`config.mk`:
```
export PLATFORM = sky130hd
export DESIGN_NAME = uart_rx_flat
export DESIGN_NICKNAME = d
export VERILOG_FILES = /design/src/rtl/uart_pkg.sv /design/src/rtl/uart_rx_if.sv /design/src/rtl/sync_2ff.sv /design/src/rtl/uart_rx.sv /design/src/flat_wrapper.sv
export SDC_FILE = /design/constraint.sdc
export NUM_CORES = 1
export LEC_CHECK = 0
export CAP_MARGIN = 20
export CORE_ASPECT_RATIO = 0.8
export CORE_MARGIN = 4
export CORE_UTILIZATION = 25
export CTS_CLUSTER_DIAMETER = 100
export DETAILED_ROUTE_END_ITERATION = 16
export PLACE_DENSITY = 0.42
export SLEW_MARGIN = 10
export SYNTH_ARGS = -nofsm -noshare
export SYNTH_HDL_FRONTEND = slang
export SYNTH_SLANG_ARGS = --single-unit
```
`constraint.sdc`:
```
create_clock -name clk -period 2.25 [get_ports clk]
set_clock_uncertainty 0.1 [all_clocks]
set_input_delay 0.45 -clock clk [delete_from_list [all_inputs] [get_ports clk]]
set_output_delay 0.45 -clock clk [all_outputs]
set_load 0.05 [all_outputs]
```
`src/rtl/uart_pkg.sv`:
```
// Shared UART definitions: bit-timing helpers, frame constants and the
// receiver state encoding. Used by both uart_rx and uart_tx.
package uart_pkg;

    // Frame format: 8 data bits, no parity, 1 stop bit, LSB first.
    localparam int DATA_BITS = 8;
    localparam int STOP_BITS = 1;

    // Receiver FSM states, exposed on a debug port for checkers.
    typedef enum logic [2:0] {
        RX_IDLE  = 3'd0,
        RX_START = 3'd1,
        RX_DATA  = 3'd2,
        RX_STOP  = 3'd3,
        RX_BREAK = 3'd4
    } rx_state_t;

    // Clock cycles per line bit (integer divide). Must come out >= 4.
    function automatic int ticks_per_bit(input int clock_speed, input int baud_rate);
        return clock_speed / baud_rate;
    endfunction

    // Offset from the start edge to the middle of the start bit.
    function automatic int half_bit(input int ticks);
        return ticks / 2;
    endfunction

endpackage

```
`src/rtl/uart_rx_if.sv`:
```
// Parallel side of the UART receiver: one-entry output buffer plus
// the framing-error and overrun status pulses.
interface uart_rx_if;
    import uart_pkg::*;

    // Handshake: rx_data is valid and stable while rx_valid=1; the byte is
    // transferred on every rising clk edge where rx_valid=1 and rx_ready=1.
    // rx_ready while rx_valid=0 has no effect. frame_error and overrun are
    // single-cycle status pulses, not part of the handshake.
    logic [DATA_BITS-1:0] rx_data;
    logic                 rx_valid;
    logic                 rx_ready;
    logic                 frame_error;
    logic                 overrun;

    // Receiver side drives data and status, consumes ready.
    modport master (
        output rx_data,
        output rx_valid,
        output frame_error,
        output overrun,
        input  rx_ready
    );

    // Consumer side (CPU MMIO / debug logic).
    modport slave (
        input  rx_data,
        input  rx_valid,
        input  frame_error,
        input  overrun,
        output rx_ready
    );

endinterface

```
`src/rtl/sync_2ff.sv`:
```
// Two-flop synchronizer for asynchronous inputs. Resets to RESET_VAL so
// an idle-high line does not look like an edge when reset releases.
module sync_2ff #(
    parameter int               WIDTH     = 1,
    parameter logic [WIDTH-1:0] RESET_VAL = '1
) (
    input  logic             clk,
    input  logic             rst,
    input  logic [WIDTH-1:0] d,
    output logic [WIDTH-1:0] q
);

    logic [WIDTH-1:0] meta;

    // Two-stage capture of the asynchronous input into the clk domain.
    always_ff @(posedge clk or negedge rst) begin
        if (!rst) begin
            meta <= RESET_VAL;
            q    <= RESET_VAL;
        end else begin
            meta <= d;
            q    <= meta;
        end
    end

endmodule

```
`src/rtl/uart_rx.sv`:
```
// 8N1 UART receiver. The bit-timing counter restarts on every start edge,
// so each frame is sampled mid-bit regardless of drift in earlier frames.
// Received bytes go to a one-entry valid/ready holding register.
module uart_rx
    import uart_pkg::*;
#(
    parameter int BAUD_RATE   = 115200,
    parameter int CLOCK_SPEED = 100_000_000
) (
    input  logic       clk,
    input  logic       rst,
    input  logic       serial_in,
    uart_rx_if.master  rx,
    output rx_state_t  state_dbg
);

    // TICKS must be >= 4 for the half-bit/full-bit reloads to be meaningful.
    localparam int TICKS = ticks_per_bit(CLOCK_SPEED, BAUD_RATE);
    localparam int HALF  = half_bit(TICKS);
    localparam int CNT_W = $clog2(TICKS);

    localparam logic [CNT_W-1:0] HALF_LOAD = CNT_W'(HALF - 1);
    localparam logic [CNT_W-1:0] BIT_LOAD  = CNT_W'(TICKS - 1);
    localparam logic [2:0]       LAST_BIT  = 3'(DATA_BITS - 1);

    logic                 s_in;
    rx_state_t            state;
    logic [CNT_W-1:0]     cnt;
    logic [2:0]           bit_idx;
    logic [DATA_BITS-1:0] shift_q;
    logic [DATA_BITS-1:0] data_q;
    logic                 valid_q;
    logic                 fe_q;
    logic                 ov_q;

    sync_2ff #(
        .WIDTH     (1),
        .RESET_VAL (1'b1)
    ) u_sync (
        .clk (clk),
        .rst (rst),
        .d   (serial_in),
        .q   (s_in)
    );

    // Frame FSM, bit timing, shift register and holding register.
    always_ff @(posedge clk or negedge rst) begin
        if (!rst) begin
            state   <= RX_IDLE;
            cnt     <= '0;
            bit_idx <= '0;
            shift_q <= '0;
            data_q  <= '0;
            valid_q <= 1'b0;
            fe_q    <= 1'b0;
            ov_q    <= 1'b0;
        end else begin
            fe_q <= 1'b0;
            ov_q <= 1'b0;

            // Consumer takes the held byte; a same-cycle delivery below wins.
            if (valid_q && rx.rx_ready) begin
                valid_q <= 1'b0;
            end

            case (state)
                RX_IDLE: begin
                    if (!s_in) begin
                        state <= RX_START;
                        cnt   <= HALF_LOAD;
                    end
                end

                RX_START: begin
                    if (cnt != '0) begin
                        cnt <= cnt - 1'b1;
                    end else if (!s_in) begin
                        state   <= RX_DATA;
                        cnt     <= BIT_LOAD;
                        bit_idx <= '0;
                    end else begin
                        // Line went back high by mid-start-bit: a glitch.
                        state <= RX_IDLE;
                    end
                end

                RX_DATA: begin
                    if (cnt != '0) begin
                        cnt <= cnt - 1'b1;
                    end else begin
                        shift_q[bit_idx] <= s_in;
                        cnt              <= BIT_LOAD;
                        if (bit_idx == LAST_BIT) begin
                            state <= RX_STOP;
                        end else begin
                            bit_idx <= bit_idx + 3'd1;
                        end
                    end
                end

                RX_STOP: begin
                    if (cnt != '0) begin
                        cnt <= cnt - 1'b1;
                    end else if (s_in) begin
                        state <= RX_IDLE;
                        if (!valid_q || rx.rx_ready) begin
                            data_q  <= shift_q;
                            valid_q <= 1'b1;
                        end else begin
                            ov_q <= 1'b1;
                        end
                    end else begin
                        fe_q  <= 1'b1;
                        state <= RX_BREAK;
                    end
                end

                RX_BREAK: begin
                    // Hold here until the line returns high so a long break
                    // reports a single framing error.
                    if (s_in) begin
                        state <= RX_IDLE;
                    end
                end

                default: state <= RX_IDLE;
            endcase
        end
    end

    assign rx.rx_data     = data_q;
    assign rx.rx_valid    = valid_q;
    assign rx.frame_error = fe_q;
    assign rx.overrun     = ov_q;
    assign state_dbg      = state;

endmodule

```
`src/flat_wrapper.sv`:
```
// flat-port wrapper written by rule: the top's interface ports become plain ports
module uart_rx_flat import uart_pkg::*;
#(
    parameter int BAUD_RATE   = 115200,
    parameter int CLOCK_SPEED = 100_000_000
)
  (clk, rst, serial_in, state_dbg, rx_rx_data, rx_rx_valid, rx_frame_error, rx_overrun, rx_rx_ready);
  uart_rx_if rx_i ();
  input  logic clk;
  input  logic rst;
  input  logic serial_in;
  output rx_state_t state_dbg;
  output wire logic [$bits(rx_i.rx_data)-1:0] rx_rx_data;
  output wire logic [$bits(rx_i.rx_valid)-1:0] rx_rx_valid;
  output wire logic [$bits(rx_i.frame_error)-1:0] rx_frame_error;
  output wire logic [$bits(rx_i.overrun)-1:0] rx_overrun;
  input wire logic [$bits(rx_i.rx_ready)-1:0] rx_rx_ready;
  assign rx_rx_data = rx_i.rx_data;
  assign rx_rx_valid = rx_i.rx_valid;
  assign rx_frame_error = rx_i.frame_error;
  assign rx_overrun = rx_i.overrun;
  assign rx_i.rx_ready = rx_rx_ready;
  uart_rx #(.BAUD_RATE(BAUD_RATE), .CLOCK_SPEED(CLOCK_SPEED)) u_core (.clk(clk), .rst(rst), .serial_in(serial_in), .rx(rx_i), .state_dbg(state_dbg));
endmodule
```
==> results.cfg, run 1 <==
[outcome]
status = finished, final reports clean

[sta]
fin_crit_ns = 2.09
worst_pin_slew_ns = 0.509
fmax_ghz = 0.478
hold_viol = 0
maxSlewViolCount = 0
fin_crit_sh_pct = 93.1
setup_slack_ns = 0.156
setup_viol = 0
hold_ws_ns = 0.261
rsz0062_at_grt = false
slew_headroom_pct = 65.9
fin_setup_tns_ns = 0

[floorplanning]
rows = 28
core_area_mm2 = 0.00739
dieHeight_um = 86.1
dieArea_mm2 = 0.00909
dieWidth_um = 106
ios = 18
start_util_pct = 25.8

[route]
ant_nets = 0
drt_iter0_drc = 54
viasPerCell = 4.75
first_pass_iters = 4
wl_per_cell_um = 14.5
wl_mm = 4.45
drc = 0
dr_total_vias = 1454

[synth]
synth.area.top_cells = dfrtp_1, mux2_2, dfstp_2
synthAdderAreaFrac_pct = 2.63
yosys-top-cells-count = dfrtp_1, mux2_2, inv_1
syn_inst = 164
ys.flop_type = dfrtp_1
yosysMostFrequentCell = dfrtp_1
synth_seq_area_share_pct = 48.7
synth_warnings = 0
synth_edf_count = 0
synth_compound_area_share_pct = 13.2
syn_avg_cell_area_um2 = 11.6
synth_top_family_by_area = simple AND/OR/NAND/NOR gates
synth-seq-cells = 37
synth_xor_area_share_pct = 0.460
async_flop_share_pct = 100
synth.top_cell.area_share_pct = 46.0
ys_types = 49
synthSimpleGateAreaFrac_pct = 18.5
synth.mux.area_fraction_pct = 12.1
synth_nets = 172
synth_top_area_cell = dfrtp_1
synth_area_mm2 = 0.00191

[finish]
post-route-util_pct = 32.5
syn_to_final_growth_pct = 26.2
num-nets-final = 208
finalInstanceArea_mm2 = 0.00240
diodes = 0
fillers = 734
drive_gt1_share_pct = 32.3

[power]
ir_drop_v = 0.000191
power_density_mw_per_mm2 = 485
p_leak_nw = 1.06

[place]
port_buffers = 17
place_area_mm2 = 0.00229
place_ws_ns = 0.129
dp_hpwl_mm = 3.31
gp_congestion = 0.796

[setup_path]
path_class = flop to flop
crit_path_start_kind = flop
cp.required_ns = 2.39
cp_max_fo = 5
crit_path_end_kind = flop
critPathArrivalTime_ns = 2.23

[clocking]
clockBufferDepth = 2
cts_buffers = 5
cts_tree = yes
insertion_delay_ns = 0.29
clkTransAtPathRegs_ns = 0.08
cts_num_sinks = 37
cts_root_buffer = clkbuf_8
h-tree-depth = 2

[global_routing]
gr-usage-all-layers_pct = 10.7
grt_max_degree = 19
grt_pass1_vias = 1552
antenna_found_initial = 0
grt_pass1_wl_mm = 7.73
grt-ovfl-total = 0

[job]
max_cap_violations = 0

[hold_path]
hold_class = flop to flop
flip-flops by register name (all words and copies together), names as in the netlist:
register and cells:
u_core.rx.rx_data 8, u_core.state_dbg 3, u_core.rx.rx_valid 1, u_core.u_sync.q 1, u_core.bit_idx 3, u_core.u_sync.meta 1
u_core.cnt 10, u_core.shift_q 8, u_core.rx.frame_error 1, u_core.rx.overrun 1
per-stage QoR:
step | total power, mW | instances
floorplan | 0.688 | 164
global placement | 0.713 | 297
detailed placement | 0.714 | 297
CTS | 1.18 | 306
global route | 1.22 | 306
finish | 1.17 | 306
worst max-delay path, stage by stage, from the launching register on:
cell	delay, ns
dfrtp_1	0.40
inv_1	0.08
ha_1	0.18
or3b_2	0.50
or3_1	0.32
a221oi_1	0.28
o22a_1	0.18
logic make-up (layout without fill, tap and decap cells):
| family | after synthesis | count (layout) |
|---|---|---|
| XOR/XNOR | 1 | 1 |
| AND/OR/NAND/NOR | 52 | 52 |
| multiplexers | 21 | 21 |
| flip-flops | 37 | 37 |
| buffers and inverters | 17 | 54 |
| AO/OA/AOI/OAI | 32 | 32 |
| adder cells (fa/ha/maj) | 4 | 4 |
routing by layer:
| metal | track usage [%] | share of wire (%) | vias to the layer above | routed length (um) |
|---|---|---|---|---|
| li1 | - | - | 693 | - |
| met1 | 14.6 | 49 | 711 | 2190 |
| met4 | 3.76 | 1.6 | 0 | 73 |
| met3 | 2.33 | 4.2 | 9 | 186 |
| met5 | 0 | 0 | - | 0 |
| met2 | 16.7 | 45 | 41 | 1990 |
final timing paths:
check	to	slack (ns)	from	depth (start not counted)
worst min-delay path	u_core.u_sync.q	0.26	u_core.u_sync.meta	0
max in group asynchronous	u_core.u_sync.meta	1.02	rst	3
min in group asynchronous	u_core.rx.rx_data[0]	0.45	rst	2
worst max-delay path	u_core.cnt[6]	0.16	u_core.cnt[0]	6
worst min register to register	u_core.u_sync.q	0.26	u_core.u_sync.meta	0
worst max register to register	u_core.cnt[6]	0.16	u_core.cnt[0]	6
cells in the final DEF (no fill, tap or decap), drive strengths merged, types with 2 or more instances in the layout:
cell type,instances
a211oi,2
a21oi,4
a221o,2
a221oi,6
a311oi,2
a31oi,2
buf,22
clkbuf,5
clkdlybuf4s50,13
clkinv,2
dfrtp,35
dfstp,2
ha,4
inv,10
mux2,17
mux2i,4
nand2,7
nand3,2
nand4,3
nor2,8
nor3,8
nor3b,4
nor4,9
o21ai,4
o22a,2
o22ai,2
or3,2
or4,3
layout make-up:
class	instances	area (um^2)	share of cell area [%]
Timing Repair Buffer	36	303	12.6
Tap cell	105	131	5.46
Clock inverter	3	17.5	0.728
Clock buffer	5	68.8	2.86
Multi-Input combinational cell	110	917	38.1
Inverter	10	37.5	1.56
Sequential cell	37	930	38.7
power by group:
group          internal, mW  switching [mW]  leakage, nW
Sequential            0.668         0.00103        0.488
Clock                 0.214           0.250       0.0439
Combinational        0.0108          0.0221        0.528
Total                 0.892           0.273         1.06
what timing repair did:
item,in CTS,in global routing
resized for setup,0,3
setup endpoints to repair,0,2
hold endpoints to repair,9,0
buffers inserted,0,0
hold buffers,1,0
(Power assumes the default switching activity.)
==> run 2: changes to the inputs <==
--- a/config.mk
+++ b/config.mk
@@ -11,6 +11,7 @@
 export CORE_UTILIZATION = 25
 export CTS_CLUSTER_DIAMETER = 100
 export DETAILED_ROUTE_END_ITERATION = 16
+export HOLD_SLACK_MARGIN = 0.05
 export PLACE_DENSITY = 0.42
 export SLEW_MARGIN = 10
 export SYNTH_ARGS = -nofsm -noshare
==> results of run 2 <==
Final layout, timing and power as in run 1 (identical DEF).
